===== src/rtl/writeback_arbiter.sv =====
// Register-file write-port arbiter: pipeline results vs. a FIFO of long-latency results,
// with an optional RAW scoreboard enabled by defining WB_SCOREBOARD_EN.
module writeback_arbiter #(
  parameter int unsigned FIFO_DEPTH   = 4,
  parameter int unsigned STARVE_LIMIT = 4
) (
  input  logic                          clk,
  input  logic                          rst,
  input  logic                          pipe_valid,
  output logic                          pipe_ready,
  input  logic [4:0]                    pipe_addr,
  input  logic [31:0]                   pipe_data,
  input  logic                          lsu_valid,
  output logic                          lsu_ready,
  input  logic [4:0]                    lsu_addr,
  input  logic [31:0]                   lsu_data,
  input  logic                          issue_valid,
  input  logic [4:0]                    issue_addr,
  input  logic [4:0]                    chk_addr1,
  input  logic [4:0]                    chk_addr2,
  output logic                          hazard,
  output logic                          rf_write_enable,
  output logic [4:0]                    rf_write_address,
  output logic [31:0]                   rf_write_data,
  output logic [$clog2(FIFO_DEPTH):0]   fifo_count
);

  localparam int unsigned AW = $clog2(FIFO_DEPTH);
  localparam int unsigned CW = AW + 1;
  localparam int unsigned SW = $clog2(STARVE_LIMIT + 1);

  logic [4:0]    mem_addr [FIFO_DEPTH];
  logic [31:0]   mem_data [FIFO_DEPTH];
  logic [AW-1:0] rd_ptr_q, wr_ptr_q;
  logic [CW-1:0] count_q;
  logic [SW-1:0] starve_cnt_q, starve_cnt_d;

  logic        fifo_empty, fifo_full, starve;
  logic        push, pop, pipe_win, sel_valid;
  logic [4:0]  head_addr, sel_addr;
  logic [31:0] head_data, sel_data;

  assign fifo_empty = (count_q == '0);
  assign fifo_full  = (count_q == CW'(FIFO_DEPTH));
  assign starve     = !fifo_empty && (starve_cnt_q == SW'(STARVE_LIMIT));
  assign pipe_ready = !starve;
  assign lsu_ready  = !fifo_full;
  assign fifo_count = count_q;

  assign head_addr = mem_addr[rd_ptr_q];
  assign head_data = mem_data[rd_ptr_q];

  // The FIFO wins when forced by starvation or when the pipeline has nothing to write.
  assign push      = lsu_valid && lsu_ready;
  assign pop       = !fifo_empty && (starve || !pipe_valid);
  assign pipe_win  = pipe_valid && !starve;
  assign sel_valid = pop || pipe_win;

  always_comb begin
    sel_addr = pipe_addr;
    sel_data = pipe_data;
    if (pop) begin
      sel_addr = head_addr;
      sel_data = head_data;
    end
  end

  always_comb begin
    starve_cnt_d = starve_cnt_q;
    if (fifo_empty || pop) begin
      starve_cnt_d = '0;
    end else if (starve_cnt_q != SW'(STARVE_LIMIT)) begin
      starve_cnt_d = starve_cnt_q + SW'(1);
    end
  end

  always_ff @(posedge clk) begin
    if (push) begin
      mem_addr[wr_ptr_q] <= lsu_addr;
      mem_data[wr_ptr_q] <= lsu_data;
    end
  end

  always_ff @(posedge clk or posedge rst) begin
    if (rst) begin
      rd_ptr_q         <= '0;
      wr_ptr_q         <= '0;
      count_q          <= '0;
      starve_cnt_q     <= '0;
      rf_write_enable  <= 1'b0;
      rf_write_address <= '0;
      rf_write_data    <= '0;
    end else begin
      if (push) wr_ptr_q <= wr_ptr_q + AW'(1);
      if (pop)  rd_ptr_q <= rd_ptr_q + AW'(1);
      count_q         <= count_q + CW'(push) - CW'(pop);
      starve_cnt_q    <= starve_cnt_d;
      // x0 writes are consumed but never reach the register file.
      rf_write_enable <= sel_valid && (sel_addr != 5'd0);
      if (sel_valid) begin
        rf_write_address <= sel_addr;
        rf_write_data    <= sel_data;
      end
    end
  end

`ifdef WB_SCOREBOARD_EN
  logic [31:0] busy_q, busy_d;

  always_comb begin
    busy_d = busy_q;
    if (pop) busy_d[head_addr] = 1'b0;
    // Applied after the clear so a same-cycle issue keeps the register busy.
    if (issue_valid) busy_d[issue_addr] = 1'b1;
    busy_d[0] = 1'b0;
  end

  always_ff @(posedge clk or posedge rst) begin
    if (rst) busy_q <= '0;
    else     busy_q <= busy_d;
  end

  assign hazard = ((chk_addr1 != 5'd0) && busy_q[chk_addr1]) ||
                  ((chk_addr2 != 5'd0) && busy_q[chk_addr2]);
`else
  logic unused_sb;
  assign unused_sb = ^{issue_valid, issue_addr, chk_addr1, chk_addr2};
  assign hazard    = 1'b0;
`endif

endmodule


===== config.mk =====
export PLATFORM = sky130hd
export DESIGN_NAME = writeback_arbiter
export DESIGN_NICKNAME = d
export VERILOG_FILES = /design/src/rtl/writeback_arbiter.sv
export SDC_FILE = /design/constraint.sdc
export NUM_CORES = 1
export LEC_CHECK = 0
export ABC_AREA = 1
export CAP_MARGIN = 20
export CORE_MARGIN = 2
export CORE_UTILIZATION = 30
export DETAILED_ROUTE_END_ITERATION = 8
export SKIP_LAST_GASP = 1
export SYNTH_ARGS = -nofsm -noshare
export SYNTH_HDL_FRONTEND = slang
export SYNTH_SLANG_ARGS = --single-unit

===== constraint.sdc =====
create_clock -name clk -period 7.6 [get_ports clk]
set_input_delay 1.9 -clock clk [delete_from_list [all_inputs] [get_ports clk]]
set_output_delay 1.9 -clock clk [all_outputs]
set_load 0.02 [all_outputs]

==> impl_metrics.json, run 1 <==
{
  "die_y_um": 170,
  "vias": 5203,
  "cp_top_family": "adder cells",
  "detail_route.first_pass.iterations": 4,
  "setup_viol": 0,
  "routed_wl_mm": 18.4,
  "status": "completed",
  "synth_nets": 820,
  "fp-row-count": 60,
  "drv_slew": 0,
  "route.detailed.drc": 0,
  "worstHoldPathType": "reg -> reg",
  "cts_sinks": 196,
  "h-tree-depth": 4,
  "synthToLayoutAreaGrowth_pct": 25.1,
  "tightest_slew_ns": 0.983,
  "routed_via_density": 4.41,
  "cts_setup_buffers": 0,
  "critical_path_peak_fanout": 11,
  "worst_ep_arrival_time_ns": 4.13,
  "cp_slowest_cell": "clkdlybuf4s50_1",
  "p_per_area_nw_per_um2": 377,
  "clk-insertion-delay-late_ns": 0.43,
  "synthCells": 717,
  "avgSynthCellArea_um2": 11.5,
  "io_buffers": 120,
  "fin_crit_ns": 3.83,
  "ir_drop_uv": 123,
  "final_net_count": 928,
  "synth.top_cell.area_share": 0.539,
  "path_clk_slew_ns": 0.07,
  "leakagePower_nw": 4.00,
  "clock-root-buffer": "clkbuf_16",
  "slowest_delay_ns": 0.57,
  "r2r_slack_ns": 5.15,
  "antenna_found_initial": 0,
  "ys_types": 26,
  "cts_resized": 0,
  "synth_area_um2": 8240,
  "crit_required_ns": 7.90,
  "pin_count": 138,
  "path_class": "in -> reg",
  "drtIter0Drc": 283,
  "cp_cell_sequence": "clkdlybuf4s50_1 -> inv_2 -> o21ai_2 -> clkinv_2 -> ha_1 -> inv_1 -> ha_1 -> fa_1 -> xor2_1",
  "drv_cap": 0,
  "slew_headroom": 0.344,
  "stdcell_area_um2": 10300,
  "path_buf_inv": 4,
  "ys_seq_area_frac": 0.685,
  "routabilityCongestion": 0.680,
  "synthTopCellsByArea": "edfxtp_1 54%, dfrtp_1 15%, nand2_1 8.1%",
  "cp-end-kind": "flip-flop",
  "hpwl_mm": 10.8,
  "overflow": 0,
  "fp.dieW_um": 170,
  "ant_nets": 0,
  "grt_max_degree": 67,
  "place_area_um2": 9730,
  "cts_hold_buffers": 0,
  "cts_buffer_depth": 2,
  "cpMostUsedCell": "ha_1",
  "grt_pass1_vias": 5131,
  "place_ws_ns": 3.31,
  "grtUsageTotal": 0.133,
  "setup_slack_ns": 3.77,
  "post_route_cells_drive_above_1_share": 0.100,
  "finalHoldViolCount": 0,
  "grt_pass1_wl_mm": 28.7,
  "startpoint_type": "input port",
  "synth_top_area_cell": "edfxtp_1",
  "initial_core_util": 0.306,
  "synth.ff_latch_count": 196,
  "clock_skew_ns": 0.0123,
  "core_um2": 27000,
  "cts_buffers": 17,
  "fmax_ghz": 0.261,
  "rsz0062_at_grt": "false",
  "period_share": 0.503,
  "cts_tree": "built",
  "wl_per_cell_um": 15.6,
  "ys_warn_count": 0,
  "fin_tns_setup_ns": 0,
  "die-area_um2": 28800
}
[worst reg2reg max path, cell delays in order, from the launching register on]
cell	delay, ns
dfrtp_1	0.42
inv_1	0.10
nand3_1	0.11
nand2_1	0.32
nor2_4	0.72
buf_4	0.44
[sequential cells by signal, summed over array words and instances (netlist names)]
register and count:
rf_write_address 5, rd_ptr_q 2, rf_write_enable 1, fifo_count 3, wr_ptr_q 2, starve_cnt_q 3
mem_data 128, mem_addr 20, rf_write_data 32
[cell type report]
cell class	count	area, µm²
inverter	63	238
multi-input combinational	419	2150
timing repair buffer	128	1260
tap	341	427
sequential	196	5650
clock buffer	23	520
antenna	1	2.50
clock inverter	9	62.6
fill	2567	16600
[final timing paths]
check,end,startpoint,depth (start not counted)
worst max-delay path,fifo_count[2],pipe_valid,9
worst min-delay path,starve_cnt_q[0],starve_cnt_q[0],1
worst max register to register,mem_data[0][7],fifo_count[1],5
worst min register to register,starve_cnt_q[0],starve_cnt_q[0],1
max in group asynchronous,rd_ptr_q[0],rst,3
min in group asynchronous,rf_write_data[8],rst,3
[per-stage QoR]
stage          utilization  power (mW)  hold WS, ns  std cells
2_1_floorplan            -        2.54        0.431        717
3_3_place_gp         0.361        3.04        0.449       1147
3_5_place_dp         0.361        3.06        0.458       1147
4_1_cts              0.383        3.95        0.467       1179
5_1_grt              0.383        4.18        0.494       1179
6_report             0.383        3.89        0.466       1180
[synth_stat cells]
library cell / number
nand2_1: 177
edfxtp_1: 148
nor2_1: 75
o21ai_0: 67
inv_1: 58
dfrtp_1: 48
a21oi_1: 33
o211ai_2: 29
buf_2: 17
nand3_1: 10
clkbuf_1: 9
buf_6: 8
ha_1: 8
inv_2: 5
o21ai_1: 5
xor2_1: 4
buf_4: 3
o211ai_1: 3
buf_1: 2
xnor2_1: 2
conb_1: 1
fa_1: 1
nand2_4: 1
nor2_2: 1
nor2_4: 1
o21ai_2: 1
[layer usage]
layer	part of all wire	GRT usage	wire (µm)	up-vias
met4	0.013	0.0398	233	0
met1	0.49	0.177	8960	2469
met5	0	0	0	-
met2	0.47	0.218	8600	99
li1	-	-	-	2618
met3	0.035	0.0282	645	17
[where the power goes]
part	leakage, nW	switching [mW]	internal [mW]
logic	1.80	0.851	0.523
clock network	0.295	0.396	0.487
registers	1.91	0.174	1.46
[cells in the final DEF, fill, tap and decap left out, types with 8 or more instances in the layout]
| cell type | netlist | routed |
|---|---|---|
| o21ai_0 | 67 | 67 |
| a21oi_1 | 33 | 33 |
| inv_1 | 58 | 57 |
| dfrtp_1 | 48 | 46 |
| nand3_1 | 10 | 10 |
| o211ai_2 | 29 | 29 |
| clkdlybuf4s50_1 | 0 | 120 |
| ha_1 | 8 | 8 |
| buf_4 | 3 | 8 |
| clkbuf_16 | 0 | 19 |
| edfxtp_1 | 148 | 148 |
| nand2_1 | 177 | 177 |
| nor2_1 | 75 | 71 |
[cell families after synthesis]
kind of cell	after synthesis	synth area share
AOI/OAI and AO/OA	138	0.112
xor gates and xnor gates	6	0.00638
adders and majority gates	9	0.0146
buffers and inverters	102	0.0577
DFF	196	0.685
other	1	0.000455
and+or+nand+nor	265	0.124
Power figures use the tool's default switching activity.
==> inputs of run 2 (changes only) <==
==> constraint.sdc (replaced) <==
create_clock -name clk -period 3.85 [get_ports clk]
set_input_delay 0.9625 -clock clk [delete_from_list [all_inputs] [get_ports clk]]
set_output_delay 0.9625 -clock clk [all_outputs]
set_load 0.02 [all_outputs]
==> run 2 against run 1 <==
Compared with the run above:
- cell area up 0.72%
- sequential power up 93%
- flip-flop and latch count unchanged
- sequential share of layout area is 0.39 points lower
- clock-buffer cell count is the same
- clock power increased by 98%
- power rose by 98%
- critical path depth down 3
- routed wire length fell by 2.8%
==> impl_metrics.json, run 2 (synthesis results as in run 1) <==
{
  "routabilityCongestion": 0.685,
  "hold_start": "starve_cnt_q[0]",
  "internal_power_mw": 4.95,
  "startpoint_type": "flip-flop",
  "core_um2": 27000,
  "rsz0062_at_grt": "false",
  "slew_headroom": 0.384,
  "clock-root-buffer": "clkbuf_16",
  "clkPwrFrac": 0.228,
  "fin_tns_setup_ns": 0,
  "p_comb_frac": 0.364,
  "io_buffers": 120,
  "final_core_util": 0.385,
  "clk-insertion-delay-late_ns": 0.42,
  "cp-end-kind": "output pin",
  "seq_power_share": 0.409,
  "final_common_cell": "nand2_1",
  "holdPathStages": 1,
  "overflow": 0,
  "drv_slew": 0,
  "route.detailed.drc": 0,
  "setup_slack_ns": 1.05,
  "grt_pass1_vias": 5143,
  "routed_via_density": 4.39,
  "place_ws_ns": 0.820,
  "cts_sinks": 196,
  "critical_path_peak_fanout": 3,
  "finalHoldViolCount": 0,
  "cts_setup_buffers": 0,
  "vias": 5205,
  "r2r_slack_ns": 1.57,
  "top_register": "mem_data",
  "drtIter0Drc": 330,
  "hold-path-endpoint": "starve_cnt_q[0]",
  "n_antenna_cell": 0,
  "final_net_count": 936,
  "clock_skew_ns": 0.0132,
  "grt_pass1_wl_mm": 28.0,
  "path_class": "reg -> out",
  "wl_per_cell_um": 15.1,
  "final_cell_mix": "177 x nand2_1, 148 x edfxtp_1, 120 x clkdlybuf4s50_1, 71 x nor2_1, 67 x o21ai_0",
  "crit_required_ns": 2.89,
  "power_mw": 7.71,
  "cts_resized": 0,
  "period_share": 0.728,
  "synthToLayoutAreaGrowth_pct": 26.0,
  "r2r_cells": 8,
  "largestRegisters": "mem_data x128, rf_write_data x32, mem_addr x20",
  "cp_cell_sequence": "inv_1 -> ha_1 -> nand2_1 -> inv_1 -> nand2_1 -> clkdlybuf4s50_1",
  "cts_hold_buffers": 0,
  "worstHoldPathType": "reg -> reg",
  "setup_viol": 0,
  "path_clk_slew_ns": 0.07,
  "status": "completed",
  "hpwl_mm": 11.1,
  "p_switching_mw": 2.76,
  "die_y_um": 170,
  "antenna_found_initial": 1,
  "grtUsageTotal": 0.129,
  "p_per_area_nw_per_um2": 742,
  "ir_drop_uv": 279,
  "largest_reg_flops": 128,
  "fmax_ghz": 0.357,
  "ant_nets": 0,
  "pin_count": 138,
  "cts_tree": "built",
  "h-tree-depth": 4,
  "detail_route.first_pass.iterations": 4,
  "die-area_um2": 28800,
  "drv_cap": 0,
  "fin_crit_ns": 2.80,
  "switching_share": 0.358,
  "worst_ep_arrival_time_ns": 1.84,
  "routed_wl_mm": 17.9,
  "post_route_cells_drive_above_1_share": 0.105,
  "leakagePower_nw": 4.03,
  "cp_slowest_cell": "clkdlybuf4s50_1",
  "cts_buffers": 17,
  "grt_max_degree": 67,
  "cts_buffer_depth": 2,
  "slowest_delay_ns": 0.60,
  "fp-row-count": 60,
  "fp.dieW_um": 170,
  "timing.rr.end": "rf_write_enable",
  "worstReg2RegStart": "rd_ptr_q[0]",
  "tightest_slew_ns": 0.922,
  "initial_core_util": 0.306
}
==> run 2: stage by stage <==
stage / instance area, µm² / std cells / hold slack [ns]
2_1_floorplan: 8240 / 717 / 0.431
3_3_place_gp: 9800 / 1155 / 0.448
3_5_place_dp: 9800 / 1155 / 0.459
4_1_cts: 10400 / 1187 / 0.470
5_1_grt: 10400 / 1187 / 0.492
6_report: 10400 / 1187 / 0.467
==> run 2: layout make-up <==
type / count / area, µm²
fillers: 2557 / 16600
flip-flops and latches: 196 / 5650
clock buffers: 23 / 468
well taps: 341 / 427
multi-input cells: 419 / 2150
clock inverters: 9 / 119
repair buffers: 136 / 1330
inverters: 63 / 238
==> run 2: worst max path at each step <==
stage / end / cells past startpoint / start
floorplan: mem_addr[0][0] / 2 / lsu_valid
CTS: pipe_ready / 6 / starve_cnt_q[0]
global placement: fifo_count[2] / 9 / pipe_valid
finish: pipe_ready / 6 / starve_cnt_q[0]
global route: pipe_ready / 6 / starve_cnt_q[0]
detailed placement: fifo_count[2] / 9 / pipe_valid
==> run 2: critical path, delay by kind of cell, from the launching register on <==
kind                     cells  cell delay, ns
buffers and inverters        3            0.71
flip-flops                   1            0.37
adder cells (fa/ha/maj)      1            0.19
AND/OR/NAND/NOR              2            0.14
==> run 2: layer usage <==
layer  wire, µm  track usage  part of all wire  vias up
li1           -            -                 -     2633
met1       8370        0.170              0.47     2445
met2       8550        0.212              0.48      108
met3        789       0.0273             0.044       17
met4        204       0.0401             0.011        2
met5         13            0           0.00073        -
==> run 2: power groups by stage <==
stage | Sequential [mW] | Combinational (mW) | Clock [mW]
2_1_floorplan | 3.38 | 1.62 | 0
3_3_place_gp | 3.19 | 2.84 | 0
3_5_place_dp | 3.20 | 2.87 | 0
4_1_cts | 3.16 | 2.88 | 1.81
5_1_grt | 3.22 | 3.16 | 1.89
6_report | 3.15 | 2.80 | 1.75
